===== config.mk =====
export PLATFORM = sky130hd
export DESIGN_NAME = multicycle_control_unit
export DESIGN_NICKNAME = d
export VERILOG_FILES = /design/src/rtl/cpu_types_pkg.sv /design/src/rtl/mc_decode.sv /design/src/rtl/multicycle_control_unit.sv
export SDC_FILE = /design/constraint.sdc
export NUM_CORES = 1
export LEC_CHECK = 0
export CAP_MARGIN = 25
export CORE_UTILIZATION = 33
export DETAILED_ROUTE_END_ITERATION = 12
export PLACE_DENSITY = 0.57
export SYNTH_ARGS = -nofsm -noshare
export SYNTH_HDL_FRONTEND = slang
export SYNTH_HIERARCHICAL = 1
export SYNTH_SLANG_ARGS = --single-unit

===== constraint.sdc =====
create_clock -name CLK -period 7.28 [get_ports CLK]
set_input_delay 1.092 -clock CLK [delete_from_list [all_inputs] [get_ports CLK]]
set_output_delay 1.092 -clock CLK [all_outputs]
set_load 0.005 [all_outputs]

===== src/rtl/cpu_types_pkg.sv =====
// Shared CPU types: instruction fields, ALU operations and the multicycle control enums.
package cpu_types_pkg;

  typedef enum logic [5:0] {
    OP_RTYPE = 6'h00, OP_J    = 6'h02, OP_JAL   = 6'h03, OP_BEQ  = 6'h04,
    OP_BNE   = 6'h05, OP_ADDI = 6'h08, OP_ADDIU = 6'h09, OP_SLTI = 6'h0a,
    OP_SLTIU = 6'h0b, OP_ANDI = 6'h0c, OP_ORI   = 6'h0d, OP_XORI = 6'h0e,
    OP_LUI   = 6'h0f, OP_LW   = 6'h23, OP_SW    = 6'h2b, OP_HALT = 6'h3f
  } opcode_t;

  typedef enum logic [5:0] {
    F_SLL = 6'h00, F_SRL = 6'h02, F_JR  = 6'h08, F_ADD = 6'h20, F_ADDU = 6'h21,
    F_SUB = 6'h22, F_SUBU = 6'h23, F_AND = 6'h24, F_OR = 6'h25, F_XOR = 6'h26,
    F_NOR = 6'h27, F_SLT = 6'h2a, F_SLTU = 6'h2b
  } funct_t;

  typedef enum logic [3:0] {
    ALU_SLL, ALU_SRL, ALU_ADD, ALU_SUB, ALU_AND,
    ALU_OR, ALU_XOR, ALU_NOR, ALU_SLT, ALU_SLTU
  } aluop_t;

  typedef enum logic [2:0] {
    S_FETCH = 3'd0, S_DECODE = 3'd1, S_EXEC = 3'd2, S_MEM = 3'd3,
    S_WB = 3'd4, S_HALTED = 3'd5, S_ERROR = 3'd6
  } mc_state_t;

  typedef enum logic [1:0] {PC_NEXT, PC_BRANCH, PC_JUMP, PC_RS} pcsrc_t;
  typedef enum logic [1:0] {B_RT, B_FOUR, B_IMM, B_IMM_SH2} alusrcb_t;
  typedef enum logic [1:0] {DST_RT, DST_RD, DST_RA} regdst_t;

  typedef enum logic [3:0] {
    CLS_RTYPE, CLS_ITYPE, CLS_LUI, CLS_LW, CLS_SW, CLS_BEQ, CLS_BNE,
    CLS_J, CLS_JAL, CLS_JR, CLS_HALT, CLS_ILLEGAL
  } instr_class_t;

  localparam logic [4:0] REG_RA = 5'd31;

endpackage


===== src/rtl/mc_decode.sv =====
// Instruction decoder: classifies opcode/funct and picks the ALU operation and extension mode.
module mc_decode
  import cpu_types_pkg::*;
(
  input  opcode_t      opcode,
  input  funct_t       funct,
  output instr_class_t cls,
  output aluop_t       aluctr,
  output logic         extop,
  output logic         trap_op,
  output logic         illegal
);

  always_comb begin
    // NOTE: every output is given a default first so no path can infer a latch.
    cls     = CLS_ILLEGAL;
    aluctr  = ALU_ADD;
    extop   = 1'b0;
    trap_op = 1'b0;
    case (opcode)
      OP_RTYPE: begin
        cls = CLS_RTYPE;
        case (funct)
          F_SLL:  aluctr = ALU_SLL;
          F_SRL:  aluctr = ALU_SRL;
          F_ADD:  begin aluctr = ALU_ADD; trap_op = 1'b1; end
          F_ADDU: aluctr = ALU_ADD;
          F_SUB:  begin aluctr = ALU_SUB; trap_op = 1'b1; end
          F_SUBU: aluctr = ALU_SUB;
          F_AND:  aluctr = ALU_AND;
          F_OR:   aluctr = ALU_OR;
          F_XOR:  aluctr = ALU_XOR;
          F_NOR:  aluctr = ALU_NOR;
          F_SLT:  aluctr = ALU_SLT;
          F_SLTU: aluctr = ALU_SLTU;
          F_JR:   cls = CLS_JR;
          default: cls = CLS_ILLEGAL;
        endcase
      end
      OP_ADDI:  begin cls = CLS_ITYPE; extop = 1'b1; trap_op = 1'b1; end
      OP_ADDIU: begin cls = CLS_ITYPE; extop = 1'b1; end
      OP_SLTI:  begin cls = CLS_ITYPE; extop = 1'b1; aluctr = ALU_SLT;  end
      OP_SLTIU: begin cls = CLS_ITYPE; extop = 1'b1; aluctr = ALU_SLTU; end
      OP_ANDI:  begin cls = CLS_ITYPE; aluctr = ALU_AND; end
      OP_ORI:   begin cls = CLS_ITYPE; aluctr = ALU_OR;  end
      OP_XORI:  begin cls = CLS_ITYPE; aluctr = ALU_XOR; end
      OP_LUI:   cls = CLS_LUI;
      OP_LW:    begin cls = CLS_LW;  extop = 1'b1; end
      OP_SW:    begin cls = CLS_SW;  extop = 1'b1; end
      OP_BEQ:   begin cls = CLS_BEQ; extop = 1'b1; aluctr = ALU_SUB; end
      OP_BNE:   begin cls = CLS_BNE; extop = 1'b1; aluctr = ALU_SUB; end
      OP_J:     cls = CLS_J;
      OP_JAL:   cls = CLS_JAL;
      OP_HALT:  cls = CLS_HALT;
      default:  cls = CLS_ILLEGAL;
    endcase
  end

  assign illegal = (cls == CLS_ILLEGAL);

endmodule


===== src/rtl/multicycle_control_unit.sv =====
// Multicycle control FSM: sequences FETCH/DECODE/EXEC/MEM/WB, waits on memory hits with a timeout.
module multicycle_control_unit
  import cpu_types_pkg::*;
#(
  parameter int SHAM_W      = 5,
  parameter int MEM_TIMEOUT = 255,
  parameter bit TRAP_OVF    = 1'b1
) (
  input  logic              CLK,
  input  logic              nRST,
  input  opcode_t           opcode,
  input  funct_t            funct,
  input  logic [SHAM_W-1:0] shamt,
  input  logic              ihit,
  input  logic              dhit,
  input  logic              zero,
  input  logic              overflow,
  output logic              iREN,
  output logic              dREN,
  output logic              dWEN,
  output logic              IRWrite,
  output logic              PCWrite,
  output logic [1:0]        PCSrc,
  output logic              ALUSrcA,
  output logic [1:0]        ALUSrcB,
  output aluop_t            ALUCtr,
  output logic              ExtOp,
  output logic [1:0]        RegDst,
  output logic              RegWr,
  output logic              MemtoReg,
  output logic              LUI,
  output logic              halt,
  output logic              bus_err,
  output logic              illegal,
  output logic              ovf_trap,
  output logic [2:0]        state_o
);

  localparam int CNT_W = $clog2(MEM_TIMEOUT + 1);

  mc_state_t        state, state_next;
  logic [CNT_W-1:0] wait_cnt;
  instr_class_t     cls;
  aluop_t           dec_aluctr;
  logic             dec_extop, dec_trap, dec_illegal;
  logic             pending, mem_hit, timed_out;

  // The ALU takes shamt straight from the IR; sequencing never needs it.
  logic shamt_unused;
  assign shamt_unused = ^shamt;

  mc_decode u_decode (
    .opcode  (opcode),
    .funct   (funct),
    .cls     (cls),
    .aluctr  (dec_aluctr),
    .extop   (dec_extop),
    .trap_op (dec_trap),
    .illegal (dec_illegal)
  );

  assign pending   = (state == S_FETCH) || (state == S_MEM);
  assign mem_hit   = (state == S_FETCH) ? ihit : dhit;
  assign timed_out = (wait_cnt == CNT_W'(MEM_TIMEOUT));

  always_ff @(posedge CLK) begin
    // NOTE: sequential state uses non-blocking assignments only.
    if (!nRST) begin
      state    <= S_FETCH;
      wait_cnt <= '0;
    end else begin
      state <= state_next;
      if (!pending || state_next != state || mem_hit) wait_cnt <= '0;
      else                                            wait_cnt <= wait_cnt + 1'b1;
    end
  end

  always_comb begin
    state_next = state;
    iREN = 1'b0;  dREN = 1'b0;  dWEN = 1'b0;  IRWrite = 1'b0;  PCWrite = 1'b0;
    PCSrc = PC_NEXT;  ALUSrcA = 1'b0;  ALUSrcB = B_RT;  ALUCtr = ALU_ADD;
    ExtOp = 1'b0;  RegDst = DST_RT;  RegWr = 1'b0;  MemtoReg = 1'b0;  LUI = 1'b0;
    illegal = 1'b0;  ovf_trap = 1'b0;
    case (state)
      S_FETCH: begin
        iREN    = 1'b1;
        ALUSrcB = B_FOUR;
        if (ihit) begin
          IRWrite    = 1'b1;
          PCWrite    = 1'b1;
          state_next = S_DECODE;
        end else if (timed_out) begin
          state_next = S_ERROR;
        end
      end
      S_DECODE: begin
        // Branch target is precomputed into ALUOut while the opcode is examined.
        ALUSrcB = B_IMM_SH2;
        ExtOp   = 1'b1;
        if (cls == CLS_HALT)   state_next = S_HALTED;
        else if (dec_illegal) begin
          illegal    = 1'b1;
          state_next = S_FETCH;
        end else               state_next = S_EXEC;
      end
      S_EXEC: begin
        state_next = S_FETCH;
        case (cls)
          CLS_RTYPE: begin
            ALUSrcA = 1'b1;  ALUSrcB = B_RT;  ALUCtr = dec_aluctr;  state_next = S_WB;
          end
          CLS_ITYPE: begin
            ALUSrcA = 1'b1;  ALUSrcB = B_IMM;  ExtOp = dec_extop;  ALUCtr = dec_aluctr;
            state_next = S_WB;
          end
          CLS_LUI: state_next = S_WB;
          CLS_LW, CLS_SW: begin
            ALUSrcA = 1'b1;  ALUSrcB = B_IMM;  ExtOp = 1'b1;  state_next = S_MEM;
          end
          CLS_BEQ, CLS_BNE: begin
            ALUSrcA = 1'b1;  ALUSrcB = B_RT;  ALUCtr = ALU_SUB;  PCSrc = PC_BRANCH;
            PCWrite = (cls == CLS_BEQ) ? zero : ~zero;
          end
          CLS_J:   begin PCSrc = PC_JUMP;  PCWrite = 1'b1; end
          CLS_JAL: begin
            // The link value is the PC already advanced during FETCH.
            PCSrc = PC_JUMP;  PCWrite = 1'b1;  RegWr = 1'b1;  RegDst = DST_RA;
          end
          CLS_JR:  begin PCSrc = PC_RS;  PCWrite = 1'b1; end
          default: ;
        endcase
      end
      S_MEM: begin
        if (cls == CLS_LW) dREN = 1'b1;
        else               dWEN = 1'b1;
        if (dhit)           state_next = (cls == CLS_LW) ? S_WB : S_FETCH;
        else if (timed_out) state_next = S_ERROR;
      end
      S_WB: begin
        RegDst     = (cls == CLS_RTYPE) ? DST_RD : DST_RT;
        MemtoReg   = (cls == CLS_LW);
        LUI        = (cls == CLS_LUI);
        state_next = S_FETCH;
        // overflow here is the ALU flag registered at the end of EXEC.
        if (TRAP_OVF && dec_trap && overflow) ovf_trap = 1'b1;
        else                                  RegWr    = 1'b1;
      end
      S_HALTED, S_ERROR: ;
      default: state_next = S_FETCH;
    endcase
    // Strobes stay quiet for the whole reset assertion, not just after the edge.
    if (!nRST) begin
      iREN = 1'b0;  dREN = 1'b0;  dWEN = 1'b0;  IRWrite = 1'b0;  PCWrite = 1'b0;
      RegWr = 1'b0;  illegal = 1'b0;  ovf_trap = 1'b0;
    end
  end

  assign halt    = (state == S_HALTED) || (state == S_ERROR);
  assign bus_err = (state == S_ERROR);
  assign state_o = state;

endmodule


==> metrics.txt <==
status=completed; YS warnings=6; H-Tree Depth=1; Seq cells post-synth=11; Row Count=23; via count=1611; Reg2Reg Depth=5; FF-to-FF End=state_o[0]$_SDFF_PN0_; Worst Path Required=6.19 ns; vias in the first global route=1427; synth top area cells=dfxtp_1 15%, nor2_1 8.2%, nand2_1 4.6%; Worst Hold Class=reg2reg; Power Total=approximately 200 uW; gr usage total=between 10% and 20%; first-pass GRT wire length=6251 um; die width=68.69 um; min Tclk post-route=5.470 ns; Fillers=between 400 and 500; Cells after DPL=295; critical setup path kind=in2out; Mapped Area=1468 um2; post-synth top area share=15.00%; ys async rst share=0%; CP max FO=15; dominant cell type by area after synthesis=dfxtp_1; FMAX=~180 MHz; initial core utilization=35.42%; CTS Hold Bufs=0; DP Wirelength=2995 um; Starting DRT DRC Count=just under 70; Core Region=4144 um2; CTS tree=built; Skew-Pair Late Insertion Delay=0.24 ns; WL final=3821 um; GPL Wtd Cong=0.8059; EDFF count, synth=0; max_slew headroom=49.45%; Max IR drop VDD=97.43 uV; critical-path cell list=clkdlybuf4s50_1 -> inv_1 -> maj3_1 -> o32ai_1 -> nand3_1 -> nor2_1 -> nand2_1 -> a211o_1 -> a21oi_1 -> clkdlybuf4s50_1; Lkg Pwr=around 0.00070 uW; Synth Flop Type=dfxtp_1; # setup viols final=0; Data arrival, critical path=4.38 ns; final hold vios=0; DIE AREA=4718 um2; antenna cells=0; Avg WL per Cell=12.78 um; post-cts resize count=0; clock sinks=11; # IOs=50; Synth cell types=60; cells after synthesis=roughly 210; drt drc=0; type of element launching the critical path=primary input; Reg clk slew, reported paths=0.05 ns; vias per inst=5.388; antenna viol nets, final=0; Initial DRT Pass Iterations=4; Layout Cells excl Fill=299; Mapped Nets=238; unrepaired setup endpoints after global routing=false; crit-path max cell delay=approximately 0.7 ns; max-cap violations=0; pins over their slew limit=0; fraction of layout cells with a size suffix above 1=8.434%; Power Dens Cells=100.9 nW/um2; syn_area_per_cell=6.858 um2; Port Buf Inserts=44; worst-margin pin slew=0.7532 ns; Min-Delay Startpoint=wait_cnt[0]$_SDFF_PP0_; slowest cell on the critical path=clkdlybuf4s50_1; most used cell along the critical path=clkdlybuf4s50_1; largest net degree at the start of global routing=18; setup tns final=0 ns; Crit Reg-Reg Startpoint=wait_cnt[0]$_SDFF_PP0_; Post-CTS Setup Bufs=0; Hold Crit Depth=1; final worst-path cycle share=75.14%; area delta synth->final=32.05%; TritonCTS buffer count=3; CTS root buf=clkbuf_8; die height=68.69 um; R2R setup slack=5.49 ns; critical path endpoint category=output port; hold slack=0.4723 ns; Hold Crit Endpoint=wait_cnt[0]$_SDFF_PP0_; pre-CTS WS=~1.9 ns; Layout Nets=274; Max Buffers Root-to-Sink=2; initial antenna violation count=0; remaining global-route overflow=0; Setup Skew=0.002253 ns; register area share after synthesis=15.00%; min setup slack post-route=1.810 ns
[layout make-up]
cell class | instances | area (um2) | area share [%]
flip-flops and latches | 11 | 220.2 | 11.36
clock buffers | 4 | 45.04 | 2.324
multi-input cells | 179 | 1129 | 58.23
well taps | 50 | 62.56 | 3.228
repair buffers | 44 | 440.4 | 22.72
inverters | 11 | 41.29 | 2.130
[state kept, by name, indices dropped and copies added (netlist names)]
| register | cells |
|---|---|
| state_o | 3 |
| wait_cnt | 8 |
[cells in the mapped netlist (all sizes together) (3+ instances only)]
master and n:
a31oi 6, buf 5, nand2b 10, o32ai 3, nor2 33, nor2b 4, a211oi 5, nand4 6
or3 3, nor3 12, nand3 10, a21oi 8, dfxtp 11, nand2 18, o21ai 12, and3 3
inv 11, xor2 3, clkbuf 8, o22a 3, and2b 3
[worst max-delay path, delay by kind of cell]
family	cells	cell delay [ns]
simple gates	3	0.79
compound gates	3	0.70
fa+ha+maj	1	0.38
buf+inv	3	1.41
[worst max path at each step]
stage | end | slack (ns) | start
CTS | ALUSrcB[1] | 1.86 | opcode[3]
global route | ALUSrcB[1] | 1.60 | opcode[3]
detailed placement | ALUSrcB[1] | 1.86 | opcode[3]
finish | ALUSrcB[1] | 1.81 | opcode[3]
floorplan | PCWrite | 3.24 | opcode[4]
global placement | ALUSrcB[1] | 1.84 | opcode[3]
[routing by layer]
metal	part of all wire, %	global-route usage, %	vias to the layer above
li1	-	-	844
met1	51	23.63	724
met2	43	28.68	38
met3	4.3	0.4934	5
met4	1.3	5.357	0
met5	0	0	-
[stage by stage]
step	utilization, %	area (um2)
after floorplan	-	1468
final	46.77	1938
after detailed placement	45.68	1893
after global routing	46.77	1938
after global placement	45.68	1893
after CTS	46.77	1938
[layout by cell type (no fill, tap or decap), types with 5 or more instances in the layout]
cell type        Yosys  layout
a211oi_1             5       5
a21oi_1              8       8
a31oi_1              6       6
clkdlybuf4s50_1      0      44
dfxtp_1             11      11
inv_1               11      11
nand2_1             18      18
nand2b_1             9       9
nand3_1              8       8
nand4_1              6       6
nor2_1              32      32
nor3_1              12      12
o21ai_0              7       7
[power by group]
group          internal [uW]  leakage (uW)  switching, uW
Sequential              61.9     0.0000891           3.43
Clock                   38.4     0.0000228           22.3
Combinational           32.8      0.000585           36.7
[logic make-up (layout without fill, tap and decap cells)]
family | after synthesis | after routing | share of synthesized area [%]
fa+ha+maj | 2 | 2 | 1.534
simple gates | 120 | 120 | 47.23
flops | 11 | 11 | 15.00
buf+inv | 24 | 59 | 8.099
compound gates | 52 | 52 | 25.15
xor+xnor | 5 | 5 | 2.984
No activity file was read; power rests on OpenSTA's default activity.
